`config.mk`:
```
export PLATFORM = sky130hd
export DESIGN_NAME = uart_tx_sched
export DESIGN_NICKNAME = d
export VERILOG_FILES = /design/src/rtl/uart_pkg.sv /design/src/rtl/uart_rr_arb.sv /design/src/rtl/uart_tx_sched.sv
export SDC_FILE = /design/constraint.sdc
export NUM_CORES = 1
export LEC_CHECK = 0
export CELL_PAD_IN_SITES_DETAIL_PLACEMENT = 0
export CELL_PAD_IN_SITES_GLOBAL_PLACEMENT = 1
export CORE_MARGIN = 3
export CORE_UTILIZATION = 38
export CTS_CLUSTER_SIZE = 25
export DETAILED_ROUTE_END_ITERATION = 12
export PLACE_DENSITY = 0.95
export SLEW_MARGIN = 20
export SYNTH_ARGS = -nofsm -noshare
export SYNTH_HDL_FRONTEND = slang
export SYNTH_SLANG_ARGS = --single-unit
```
`constraint.sdc`:
```
create_clock -name clk -period 4.8 [get_ports clk]
set_input_delay 0.48 -clock clk [delete_from_list [all_inputs] [get_ports clk]]
set_output_delay 0.48 -clock clk [all_outputs]
set_load 0.02 [all_outputs]
```
`src/rtl/uart_pkg.sv`:
```
`default_nettype none
// ============================================================================
//  Module      : uart_pkg
//  Description : Shared types and constants for the UART transmit scheduler.
//                state_t    - scheduler state encoding (IDLE, LOAD, BUSY)
//                BIT_START  - bit slot index of the start bit
//                BIT_STOP   - bit slot index of the stop bit
//                BAUD_DIV_115200 - clk cycles per bit at 50 MHz / 115200 baud
//  Revision    : 1.0 - initial release
// ============================================================================
package uart_pkg;

    typedef enum logic [1:0] {
        IDLE = 2'd0,
        LOAD = 2'd1,
        BUSY = 2'd2
    } state_t;

    localparam logic [3:0] BIT_START       = 4'd0;
    localparam logic [3:0] BIT_STOP        = 4'd9;
    localparam int         BAUD_DIV_115200 = 434;

endpackage
`default_nettype wire

```
`src/rtl/uart_rr_arb.sv`:
```
`default_nettype none
// ============================================================================
//  Module      : uart_rr_arb
//  Description : Requester arbiter for the shared UART serializer.
//                Default build: round-robin starting at an internal pointer
//                that moves to (grant+1) mod NUM_REQ whenever ptr_upd pulses.
//                With UART_TX_FIXED_PRIO_EN defined: fixed priority, lowest
//                index wins, no pointer state.
//  Ports       : clk, rst_n  - clock, async active-low reset (pointer only)
//                req         - per-requester pending flags
//                ptr_upd     - advance the pointer past the current winner
//                gnt         - one-hot winner (all zero when no request)
//                gnt_id      - winner index
//                any_req     - at least one requester pending
//  Revision    : 1.0 - initial release
// ============================================================================
module uart_rr_arb #(
    parameter int NUM_REQ = 4,
    parameter int ID_W    = 2
) (
    input  logic               clk,
    input  logic               rst_n,
    input  logic [NUM_REQ-1:0] req,
    input  logic               ptr_upd,
    output logic [NUM_REQ-1:0] gnt,
    output logic [ID_W-1:0]    gnt_id,
    output logic               any_req
);

    assign any_req = |req;

`ifdef UART_TX_FIXED_PRIO_EN
    // Descending scan so the last hit, i.e. the lowest index, wins.
    always_comb begin
        gnt_id = '0;
        for (int i = NUM_REQ - 1; i >= 0; i--) begin
            if (req[i]) begin
                gnt_id = ID_W'(i);
            end
        end
    end

    logic w_unused;
    assign w_unused = &{1'b0, clk, rst_n, ptr_upd};
`else
    localparam logic [ID_W-1:0] c_LAST_ID = ID_W'(NUM_REQ - 1);

    logic [ID_W-1:0] r_ptr;
    logic [ID_W-1:0] w_hi_id;
    logic [ID_W-1:0] w_lo_id;
    logic            w_hi_found;

    // Two candidates: the lowest request at or above the pointer, and the
    // lowest request overall (used when the search has to wrap past the top).
    always_comb begin
        w_hi_id    = '0;
        w_lo_id    = '0;
        w_hi_found = 1'b0;
        for (int i = NUM_REQ - 1; i >= 0; i--) begin
            if (req[i]) begin
                w_lo_id = ID_W'(i);
                if (ID_W'(i) >= r_ptr) begin
                    w_hi_id    = ID_W'(i);
                    w_hi_found = 1'b1;
                end
            end
        end
        gnt_id = w_hi_found ? w_hi_id : w_lo_id;
    end

    always_ff @(posedge clk or negedge rst_n) begin
        if (!rst_n) begin
            r_ptr <= '0;
        end else if (ptr_upd) begin
            r_ptr <= (gnt_id == c_LAST_ID) ? '0 : gnt_id + ID_W'(1);
        end
    end
`endif

    always_comb begin
        gnt = '0;
        for (int i = 0; i < NUM_REQ; i++) begin
            gnt[i] = any_req && (gnt_id == ID_W'(i));
        end
    end

endmodule
`default_nettype wire

```
`src/rtl/uart_tx_sched.sv`:
```
`default_nettype none
// ============================================================================
//  Module      : uart_tx_sched
//  Description : Transmit controller sharing one UART serializer among
//                NUM_REQ byte requesters. Grants a requester in IDLE, issues
//                a one-cycle load (LOAD), then times the 10 bit slots of the
//                frame (BUSY) with a CLK_DIV clock divider.
//                Build option: UART_TX_FIXED_PRIO_EN selects fixed priority
//                (lowest index wins) instead of round-robin.
//  Ports       : clk, rst_n   - clock, async active-low reset
//                req_valid    - per-requester byte pending
//                req_data     - requester i byte in bits [8i+7:8i]
//                req_ready    - one-hot, one-cycle accept pulse
//                send_start   - one-cycle serializer load pulse
//                send_data    - byte presented with send_start
//                baud_busy    - frame in progress
//                baud_counte  - bit slot: 0 start, 1..8 data LSB first, 9 stop
//                grant_id     - index of the last granted requester
//                tx_done      - one-cycle pulse at the end of the stop bit
//  Revision    : 1.0 - initial release
// ============================================================================
module uart_tx_sched
    import uart_pkg::*;
#(
    parameter int NUM_REQ = 4,
    parameter int CLK_DIV = 434,
    parameter int DIV_W   = $clog2(CLK_DIV),
    parameter int ID_W    = (NUM_REQ > 1) ? $clog2(NUM_REQ) : 1
) (
    input  logic                 clk,
    input  logic                 rst_n,
    input  logic [NUM_REQ-1:0]   req_valid,
    input  logic [NUM_REQ*8-1:0] req_data,
    output logic [NUM_REQ-1:0]   req_ready,
    output logic                 send_start,
    output logic [7:0]           send_data,
    output logic                 baud_busy,
    output logic [3:0]           baud_counte,
    output logic [ID_W-1:0]      grant_id,
    output logic                 tx_done
);

    localparam logic [DIV_W-1:0] c_DIV_MAX = DIV_W'(CLK_DIV - 1);

    state_t             r_state,  w_state_nxt;
    logic [DIV_W-1:0]   r_div,    w_div_nxt;
    logic [NUM_REQ-1:0] r_ready,  w_ready_nxt;
    logic               r_start,  w_start_nxt;
    logic [7:0]         r_data,   w_data_nxt;
    logic               r_busy,   w_busy_nxt;
    logic [3:0]         r_cnt,    w_cnt_nxt;
    logic [ID_W-1:0]    r_gid,    w_gid_nxt;
    logic               r_done,   w_done_nxt;

    logic [NUM_REQ-1:0] w_gnt;
    logic [ID_W-1:0]    w_gnt_id;
    logic               w_any;
    logic               w_ptr_upd;

    uart_rr_arb #(
        .NUM_REQ (NUM_REQ),
        .ID_W    (ID_W)
    ) u_arb (
        .clk     (clk),
        .rst_n   (rst_n),
        .req     (req_valid),
        .ptr_upd (w_ptr_upd),
        .gnt     (w_gnt),
        .gnt_id  (w_gnt_id),
        .any_req (w_any)
    );

    always_ff @(posedge clk or negedge rst_n) begin
        if (!rst_n) begin
            r_state <= IDLE;
            r_div   <= '0;
            r_ready <= '0;
            r_start <= 1'b0;
            r_data  <= '0;
            r_busy  <= 1'b0;
            r_cnt   <= BIT_START;
            r_gid   <= '0;
            r_done  <= 1'b0;
        end else begin
            r_state <= w_state_nxt;
            r_div   <= w_div_nxt;
            r_ready <= w_ready_nxt;
            r_start <= w_start_nxt;
            r_data  <= w_data_nxt;
            r_busy  <= w_busy_nxt;
            r_cnt   <= w_cnt_nxt;
            r_gid   <= w_gid_nxt;
            r_done  <= w_done_nxt;
        end
    end

    // Outputs are registered, so the values computed here for the next state
    // are what appear on the ports while that state is current.
    always_comb begin
        w_state_nxt = r_state;
        w_div_nxt   = r_div;
        w_ready_nxt = '0;
        w_start_nxt = 1'b0;
        w_data_nxt  = r_data;
        w_busy_nxt  = r_busy;
        w_cnt_nxt   = r_cnt;
        w_gid_nxt   = r_gid;
        w_done_nxt  = 1'b0;
        w_ptr_upd   = 1'b0;

        case (r_state)
            IDLE: begin
                w_busy_nxt = 1'b0;
                w_cnt_nxt  = BIT_START;
                w_div_nxt  = '0;
                if (w_any) begin
                    w_state_nxt = LOAD;
                    w_gid_nxt   = w_gnt_id;
                    w_ready_nxt = w_gnt;
                    w_start_nxt = 1'b1;
                    w_ptr_upd   = 1'b1;
                    for (int i = 0; i < NUM_REQ; i++) begin
                        if (w_gnt[i]) begin
                            w_data_nxt = req_data[8*i +: 8];
                        end
                    end
                end
            end

            LOAD: begin
                w_state_nxt = BUSY;
                w_busy_nxt  = 1'b1;
                w_cnt_nxt   = BIT_START;
                w_div_nxt   = '0;
            end

            BUSY: begin
                if (r_div == c_DIV_MAX) begin
                    w_div_nxt = '0;
                    if (r_cnt == BIT_STOP) begin
                        w_state_nxt = IDLE;
                        w_busy_nxt  = 1'b0;
                        w_cnt_nxt   = BIT_START;
                        w_done_nxt  = 1'b1;
                    end else begin
                        w_cnt_nxt = r_cnt + 4'd1;
                    end
                end else begin
                    w_div_nxt = r_div + DIV_W'(1);
                end
            end

            default: begin
                w_state_nxt = IDLE;
            end
        endcase
    end

    assign req_ready   = r_ready;
    assign send_start  = r_start;
    assign send_data   = r_data;
    assign baud_busy   = r_busy;
    assign baud_counte = r_cnt;
    assign grant_id    = r_gid;
    assign tx_done     = r_done;

endmodule
`default_nettype wire
```
== Word-level counts from Yosys, hierarchy flattened ==
Cells that the tools add are included.
Word-level totals
  bits of input ports: 38
  bits in registers: 34
  logic and storage cells: 88
Cells by class
  eq/ne operators: 10
  reductions and logical operators: 16
  add/subtract/negate cells: 3
  mux-type cells: 45
  order comparisons: 4
Operators by type and width (number)
  two-way mux 2 bit: 17
  two-way mux 8 bit: 4
  one-hot mux 9 bit (2 select lines): 1
  two-way mux 4 bit: 4
  two-way mux 1 bit: 15
  adder 9 x 1 -> 9 bit (second input constant): 1
  equality test 9 bit (second input constant): 1
  two-way mux 9 bit: 1
  AND reduction 3 bit: 3
  one-hot mux 4 bit (2 select lines): 1
  equality test 2 bit (second input constant): 3
  one-hot mux 2 bit (3 select lines): 1
  adder 4 x 1 -> 4 bit (second input constant): 1
  equality test 2 x 1 -> 1 bit (second input constant): 2
  equality test 4 bit (second input constant): 1
  >= comparator 1 x 2 -> 1 bit (first input constant): 2
  >= comparator 2 bit (first input constant): 2
  logical AND 1 bit: 4
  logical NOT 2 bit: 2
  != test 2 bit (second input constant): 2
  AND reduction 2 bit: 2
  nonzero test 4 bit: 1
  OR reduction 4 bit: 1
  one-hot mux 1 bit (3 select lines): 1
  other kinds (5): 5

== Depth between registers and ports, before layout ==
Gate-level depths: netlist of run 1.
  depth after elaboration: 16
  gate-level depth with buffers: 11

== Cells and area by module ==
Synthesis of run 1 repeated with hierarchy kept, for this count alone.
Unflattened totals
  cell total of the unflattened synthesis: 215
  area total of the unflattened synthesis: 2065.7 µm²
Modules (own cells, without submodules)
  uart_tx_sched: cells each 182, seq. area each 800.8 µm², times used 1, area each 1796.7 µm²
  uart_rr_arb: cells each 33, seq. area each 50.0 µm², times used 1, area each 269.0 µm²

== Least setup slack after synthesis of run 1 ==
No wires, ideal clock.
  path kind: input -> register
  from: in req_valid[2]
  to: reg r_data[7] (netlist: send_data[7])
  library setup time: 0.126 ns
  arrival time: 2.185 ns
  cell stages on the path: 9
  path slack: 2.489 ns
  cells stage by stage: inv_1 > o22ai_1 > a211oi_1 > inv_1 > ha_1 > clkbuf_1 > clkbuf_1 > o2111a_1 > a221o_1
Between the ends
  longest elaborated chain between the ends: 11
  elaborated cells between the ends (all ways): 28
  classes of those cells: 3 x eq/ne; 17 x mux; 8 x reduce/logical
Ends and longest elaborated chain
  from (decl): line uart_tx_sched.sv:32  | input logic [NUM_REQ-1:0] req_valid,
  two-way mux 2 bit / two-way mux 1 bit (equally long branches): line uart_rr_arb.sv:60  | if (req[i]) begin
  two-way mux 2 bit / two-way mux 1 bit (equally long branches): line uart_rr_arb.sv:62  | if (ID_W'(i) >= r_ptr) begin
  two-way mux 2 bit / two-way mux 1 bit (equally long branches): line uart_rr_arb.sv:60
  two-way mux 2 bit / two-way mux 1 bit (equally long branches): line uart_rr_arb.sv:62
  two-way mux 2 bit / two-way mux 1 bit (equally long branches): line uart_rr_arb.sv:60
  two-way mux 2 bit (*): line uart_rr_arb.sv:68  | gnt_id = w_hi_found ? w_hi_id : w_lo_id;
  net u_arb.gnt_id[0]: line uart_rr_arb.sv:26  | output logic [ID_W-1:0] gnt_id,
  equality test 2 x 1 -> 1 bit: line uart_rr_arb.sv:83  | gnt[i] = any_req && (gnt_id == ID_W'(i));
  logical AND 1 bit: line uart_rr_arb.sv:83
  two-way mux 8 bit (3 in series): line uart_tx_sched.sv:123  | if (w_gnt[i]) begin
  to (signal assigned): line uart_tx_sched.sv:89  | r_data <= w_data_nxt;
  to (decl): line uart_tx_sched.sv:49  | logic [7:0] r_data, w_data_nxt;
The timed path passes the listed nets; every way through them passes the cells marked *.
A chain may end at the register's enable or synchronous reset.

== Worst setup path in the final report of run 1 ==
  from: in req_valid[1]
  to: reg r_data[2] (netlist: send_data[2])
Between the ends
  longest elaborated chain between the ends: 9
  elaborated cells between the ends (all ways): 23
  classes of those cells: 3 x eq/ne; 12 x mux; 8 x reduce/logical
Ends and longest elaborated chain (line)
  two-way mux 2 bit / two-way mux 1 bit (equally long branches): uart_rr_arb.sv:60
  two-way mux 2 bit / two-way mux 1 bit (equally long branches): uart_rr_arb.sv:62
  two-way mux 2 bit / two-way mux 1 bit (equally long branches): uart_rr_arb.sv:60
  two-way mux 2 bit (*): uart_rr_arb.sv:68
  net u_arb.gnt_id[0]: uart_rr_arb.sv:26
  equality test 2 x 1 -> 1 bit: uart_rr_arb.sv:83
  logical AND 1 bit: uart_rr_arb.sv:83
  two-way mux 8 bit (3 in series): uart_tx_sched.sv:123
Marked as above.

==> qor.txt, run 1 <==
Status - completed
H-tree Lvls - 2
CP max FO - 18
Clock transition at path regs - 70 ps
Root Driver - clkbuf_8
Wire per inst - 13.9 microns
Hold Vio Cnt, Final - 0
Min-delay worst type - reg2reg
VDD IR-drop max - 0.000220 V
Top cells by area, synth - dfrtp_1 (42%), nand3_1 (6.0%), ha_1 (5.0%), nand2_1 (3.9%), nand2b_1 (3.7%)
Total CTS buffers - 5
R2r endpoint - send_data[2]$_DFFE_PN0P_
Largest net degree at the start of global routing - 35
Vias in the first global route - 1687
Cell taking the most area after synthesis - dfrtp_1
Area Growth Syn to Fin - 35.2%
Setup TNS - 0 ps
Gate Count Post-Synth - 221
IO Port Bufs - 58
Share of layout cells above drive strength 1 - 0.0576
Antenna Cells - 0
Top_reg_cell synth - dfrtp_1
Max-cap violations - 0
Core area - 4910 sq um
Via count - 1849
Setup bufs post-CTS - 0
Minimum clock period - 2780 ps
Clk_lat worst skew - 280 ps
Slew at the pin closest to its max-slew limit - 602 ps
Critical path data arrival time - 2940 ps
Total grt overflow - 0
Slew Limit Headroom - 0.597
Initial antenna violation count - 0
Unrepaired setup endpoints after global routing - false
Initial Util - 0.410
Hold Buf Count CTS - 0
RR Startpoint - u_arb.r_ptr[0]$_DFFE_PN0P_
Max Freq - 360 MHz
CP endpoint - send_data[2]$_DFFE_PN0P_
Setup Viol. Count Final - 0
Die X-Extent - 78.8 microns
CTS max path bufs - 2
# rows - 25
Startpoint types - input pin
First-pass GRT wire length - 8050 microns
# resized after CTS - 0
CTS tree - yes
Synthesized area per cell - 9.11 sq um
CP Capture Type - register
# DRC - 0
Critical path class - in2reg
Drt pass-1 iters - 4
Post-route cell area - 2720 sq um
Worst reg-to-reg setup slack - 2380 ps
Final WL - 4780 microns
GP Congestion - 0.845
Req. time, crit path - 4960 ps
EDFF count, synth - 0
Post-DR vias/cell - 5.36
DR iter-0 viols - 113
Core Util, Final - 0.554
Post-synthesis net count - 267
Register area share after synthesis - 0.423
CTS sink count - 34
Routed Antenna Nets - 0
Fin nets - 323
Post-synthesis cell type count - 46
Post-detail-place hpwl - 3480 microns
Placed instance area - 2630 sq um
Post-synthesis async set-or-reset flop share - 1.00
I/O pin cnt - 59
Die Ht - 78.8 microns
Die ar. - 6210 sq um
Period utilization - 0.579
Worst Setup SP - req_valid[1]
Top-area cell type share of the netlist area - 0.423
Mapped cell area - 2010 sq um
Layout Skew - 8.80 ps
Synthesis Warnings - 0
Cell Pwr Density - 477 nW/um^2
Max Slew Vio Count - 0
GR Util All Layers - 0.161
Cell leakage power - 1.15 nW
R2R cell count - 9
Seq cells post-synth - 34
==> layout make-up <==
class,count,area [sq um]
Inverter,11,41.3
Sequential cell,34,851
Tap cell,67,83.8
Multi-Input combinational cell,166,1070
Fill cell,438,2190
Timing Repair Buffer,59,588
Clock buffer,7,86.3
Clock inverter,1,5.00
==> state kept, by name (all words and copies together), names as in the netlist <==
name	cells
send_data	8
u_arb.r_ptr	2
r_div	9
grant_id	2
baud_busy	1
send_start	1
r_state	2
baud_counte	4
tx_done	1
req_ready	4
==> how the worst min path moves through the flow <==
stage | start | endpoint | slack (ps) | depth (start not counted)
6_report | grant_id[1]$_DFFE_PN0P_ | grant_id[1]$_DFFE_PN0P_ | 500 | 2
5_1_grt | grant_id[1]$_DFFE_PN0P_ | grant_id[1]$_DFFE_PN0P_ | 510 | 2
4_1_cts | grant_id[1]$_DFFE_PN0P_ | grant_id[1]$_DFFE_PN0P_ | 500 | 2
3_5_place_dp | send_data[2]$_DFFE_PN0P_ | send_data[2]$_DFFE_PN0P_ | 480 | 2
3_3_place_gp | grant_id[1]$_DFFE_PN0P_ | grant_id[1]$_DFFE_PN0P_ | 470 | 2
2_1_floorplan | rst_n | baud_busy$_DFFE_PN0P_ | 180 | 0
==> power by group <==
group | internal (mW) | leakage [nW] | switching, mW
registers | 0.376 | 0.440 | 0.0796
clock network | 0.116 | 0.0482 | 0.105
logic | 0.274 | 0.660 | 0.348
==> worst max-delay path, stage by stage <==
cell	delay [ps]
clkdlybuf4s50_1	550
nand2b_1	130
a21oi_1	60
a211oi_1	530
inv_1	150
ha_1	430
nor2_1	160
nor2_1	130
o2111ai_1	230
nand3_1	90
==> cell families after synthesis <==
logic type               count (synthesis)  synth area share
AO/OA/AOI/OAI                           43             0.145
XOR/XNOR                                 1           0.00435
adder cells (fa/ha/maj)                  8            0.0497
buffers and inverters                   21            0.0472
flip-flops                              34             0.423
multiplexers                             5            0.0255
AND/OR/NAND/NOR                        109             0.305
==> cell usage in the layout, fill, tap and decap left out, types with 3 or more instances in the layout <==
cell             instances
nand2_1                 21
or3_1                    3
dfrtp_1                 34
nor2_1                  11
inv_1                   10
o22ai_1                  3
clkdlybuf4s50_1         58
a21oi_1                  5
clkbuf_8                 6
and3_1                   6
o2111ai_1                7
nand3_1                 24
mux2i_1                  4
nor3b_1                  7
nand2b_1                12
a31oi_1                  5
nor2b_1                  9
o21ai_0                 12
ha_1                     8
==> through the flow <==
| stage | hold WS (ps) | cells | power (mW) | setup WS [ps] |
|---|---|---|---|---|
| floorplan | 184 | 221 | 0.857 | 2490 |
| global placement | 472 | 337 | 1.07 | 1880 |
| detailed placement | 485 | 337 | 1.09 | 1740 |
| CTS | 502 | 345 | 1.31 | 2050 |
| global route | 515 | 345 | 1.39 | 1770 |
| finish | 497 | 345 | 1.30 | 2020 |
==> synthesized netlist by cell type, drive strengths merged (2+ instances only) <==
cell type,count
a21boi,2
and2,2
o2bb2ai,2
mux2i,4
nand3,24
o22ai,3
buf,3
nand2b,12
nor3b,7
nor2b,9
nand2,22
o21ai,13
a21oi,5
and3,6
dfrtp,34
ha,8
nand4,2
nor3,2
or3,3
o2111ai,7
clkbuf,7
inv,11
nor2,11
and4,2
nand3b,2
a31oi,5
==> per-layer routing <==
layer	vias to the layer above	GRT usage	part of all wire
li1	905	-	-
met1	877	0.222	0.45
met2	65	0.251	0.48
met3	2	0.0431	0.073
met4	0	0.0420	0.00084
met5	-	0	0
Note: power is estimated with default switching activity, not from simulation.
==> run 2, diff against run 1 <==
--- a/config.mk
+++ b/config.mk
@@ -8,10 +8,10 @@
 export CELL_PAD_IN_SITES_DETAIL_PLACEMENT = 0
 export CELL_PAD_IN_SITES_GLOBAL_PLACEMENT = 1
 export CORE_MARGIN = 3
-export CORE_UTILIZATION = 38
+export CORE_UTILIZATION = 32
 export CTS_CLUSTER_SIZE = 25
 export DETAILED_ROUTE_END_ITERATION = 12
-export PLACE_DENSITY = 0.95
+export PLACE_DENSITY = 0.86
 export SLEW_MARGIN = 20
 export SYNTH_ARGS = -nofsm -noshare
 export SYNTH_HDL_FRONTEND = slang
==> constraint.sdc (replaced) <==
create_clock -name clk -period 2.4 [get_ports clk]
set_input_delay 0.24 -clock clk [delete_from_list [all_inputs] [get_ports clk]]
set_output_delay 0.24 -clock clk [all_outputs]
set_load 0.02 [all_outputs]
==> run 2 against run 1 <==
Against the previous run:
- combinational power is 120% higher
- sequential power grew 100%
- register-to-register slack worse by 2100 ps
- design area is 5.5% higher
- critical path depth rose by 1
- clock power increased by 150%
- die area up 17%
- final cell count grew 6.1%
- setup slack lost 1800 ps
- first-iteration DRC count is 36% lower
- via count up 1.4%
- critical path type unchanged
- largest power group unchanged
==> qor.txt, run 2 (synthesized netlist as in run 1, its figures left out) <==
Status - completed
Final WL - 4900 microns (+2.6%)
Clock transition at path regs - 70 ps (about the same)
Total grt overflow - 0 (unchanged)
Biggest register - r_div
Post-detail-place hpwl - 3740 microns (+7.5%)
# rows - 28 (+12%)
Slew at the pin closest to its max-slew limit - 450 ps (-152 ps)
Hold Buf Count CTS - 0 (unchanged)
Drt pass-1 iters - 4 (unchanged)
CP Capture Type - register
Layout Skew - 10.5 ps (+1.70 ps)
GP Congestion - 0.805 (-4.7%)
Max reg flops - 9 (unchanged)
Die Ht - 85.3 microns (+8.3%)
Cell leakage power - 1.23 nW (+7.1%)
Inst Count DP - 359 (+6.5%)
Setup bufs post-CTS - 0 (unchanged)
Fin worst setup slack - 251 ps (-1770 ps)
Root Driver - clkbuf_8
Core area - 5990 sq um (+22%)
H-tree Lvls - 2 (unchanged)
Vias in the first global route - 1856 (+10%)
Post-DR vias/cell - 5.12 (-4.4%)
Startpoint types - input pin
Req. time, crit path - 2560 ps (-2400 ps)
CTS tree - yes
Most frequent cells in the layout - clkdlybuf4s50_1 (58), dfrtp_1 (34), nand3_1 (24), nand2_1 (21), buf_4 (14)
Initial Util - 0.336 (-0.0739)
# DRC - 0 (unchanged)
VDD IR-drop max - 0.000450 V (+100%)
IO Port Bufs - 58 (unchanged)
DR iter-0 viols - 72 (-36%)
Via count - 1875 (+1.4%)
# resized after CTS - 0 (unchanged)
First-pass GRT wire length - 8600 microns (+6.9%)
Pre-CTS setup slack - -32.0 ps (-1770 ps)
Cell Pwr Density - 983 nW/um^2 (+110%)
I/O pin cnt - 59 (unchanged)
Finished Layout Cells - 366 (+6.1%)
Commonest non-fill, non-tap cell in the layout - clkdlybuf4s50_1
GR Util All Layers - 0.144 (-0.0176)
Total CTS buffers - 5 (unchanged)
Placed instance area - 2760 sq um (+4.9%)
Setup Viol. Count Final - 0 (unchanged)
Slew Limit Headroom - 0.700 (+0.104)
Critical path class - in2reg
Max-cap violations - 0 (unchanged)
Die X-Extent - 85.3 microns (+8.3%)
Max Freq - 465 MHz
Routed Antenna Nets - 0 (unchanged)
Unrepaired setup endpoints after global routing - false
CTS sink count - 34 (unchanged)
Die ar. - 7280 sq um (+17%)
Clk_lat worst skew - 290 ps (about the same)
Hold Vio Cnt, Final - 0 (unchanged)
Wire per inst - 13.4 microns (-3.3%)
Share of layout cells above drive strength 1 - 0.103 (+0.0455)
Minimum clock period - 2150 ps
Initial antenna violation count - 0 (unchanged)
Largest net degree at the start of global routing - 35 (unchanged)
Setup TNS - 0 ps (unchanged)
CP max FO - 9 (-9)
Min-delay worst type - in2async
Antenna Cells - 0 (unchanged)
Post-route cell area - 2870 sq um (+5.5%)
Period utilization - 0.895
Critical path data arrival time - 2310 ps (-630 ps)
Area Growth Syn to Fin - 42.6%
Fin nets - 337 (+4.3%)
CTS max path bufs - 2 (unchanged)
Max Slew Vio Count - 0 (unchanged)
## run 2: changes by cell type in the layout (fill, tap and decap cells not counted), sizes merged
cell    previous run  this run
clkbuf             7         6
bufinv             0         1
buf                1        15
clkinv             1         0
## run 2: report_power, final
part	switching, mW	internal, mW	leakage (nW)
registers	0.160	0.751	0.440
clock network	0.209	0.332	0.0573
logic	0.715	0.654	0.733
total	1.08	1.74	1.23
## run 2: layout make-up
cell class                 instances  area, sq um
sequential                        34          851
clock buffer                       6         82.6
inverter                          11         41.3
fill                             558         3120
clock inverter                     1         30.0
tap                               75         93.8
multi-input combinational        166         1070
timing repair buffer              73          706
## run 2: path summary, 6_finish.rpt
kind                            cells past startpoint  slack (ps)                        from                        to
worst max-delay path                               11         250                req_valid[2]  send_data[7]$_DFFE_PN0P_
worst min register to register                      2         490     grant_id[1]$_DFFE_PN0P_   grant_id[1]$_DFFE_PN0P_
worst max register to register                     10         290  u_arb.r_ptr[0]$_DFFE_PN0P_  send_data[7]$_DFFE_PN0P_
max in group asynchronous                           2        1730                       rst_n      r_div[8]$_DFFE_PN0P_
worst min-delay path                                2         350                       rst_n   grant_id[0]$_DFFE_PN0P_
min in group clk                                    2         490     grant_id[1]$_DFFE_PN0P_   grant_id[1]$_DFFE_PN0P_
## run 2: metrics by stage
stage          power, mW   util  hold slack [ps]
6_report            2.82  0.479              353
3_5_place_dp        2.30  0.461              478
4_1_cts             2.85  0.479              377
2_1_floorplan       1.71      -            -55.6
5_1_grt             3.03  0.479              396
3_3_place_gp        2.28  0.461              471
## run 2: worst max-delay path, cell delays in order
cell and delay (ps):
clkdlybuf4s50_1 530, inv_1 80, o22ai_1 150, a211oi_1 100, buf_4 160, ha_1 220, buf_4 170, nor2_1 110
a31oi_1 60, o2111a_1 240, a221o_1 260
## run 2: layer usage
layer,share of wire,vias to the layer above,global-route usage,wire length (microns)
met5,0,-,0,0
met4,0.011,0,0.0417,55
met3,0.058,6,0.0447,283
met2,0.47,47,0.233,2320
met1,0.46,895,0.185,2250
li1,-,927,-,-
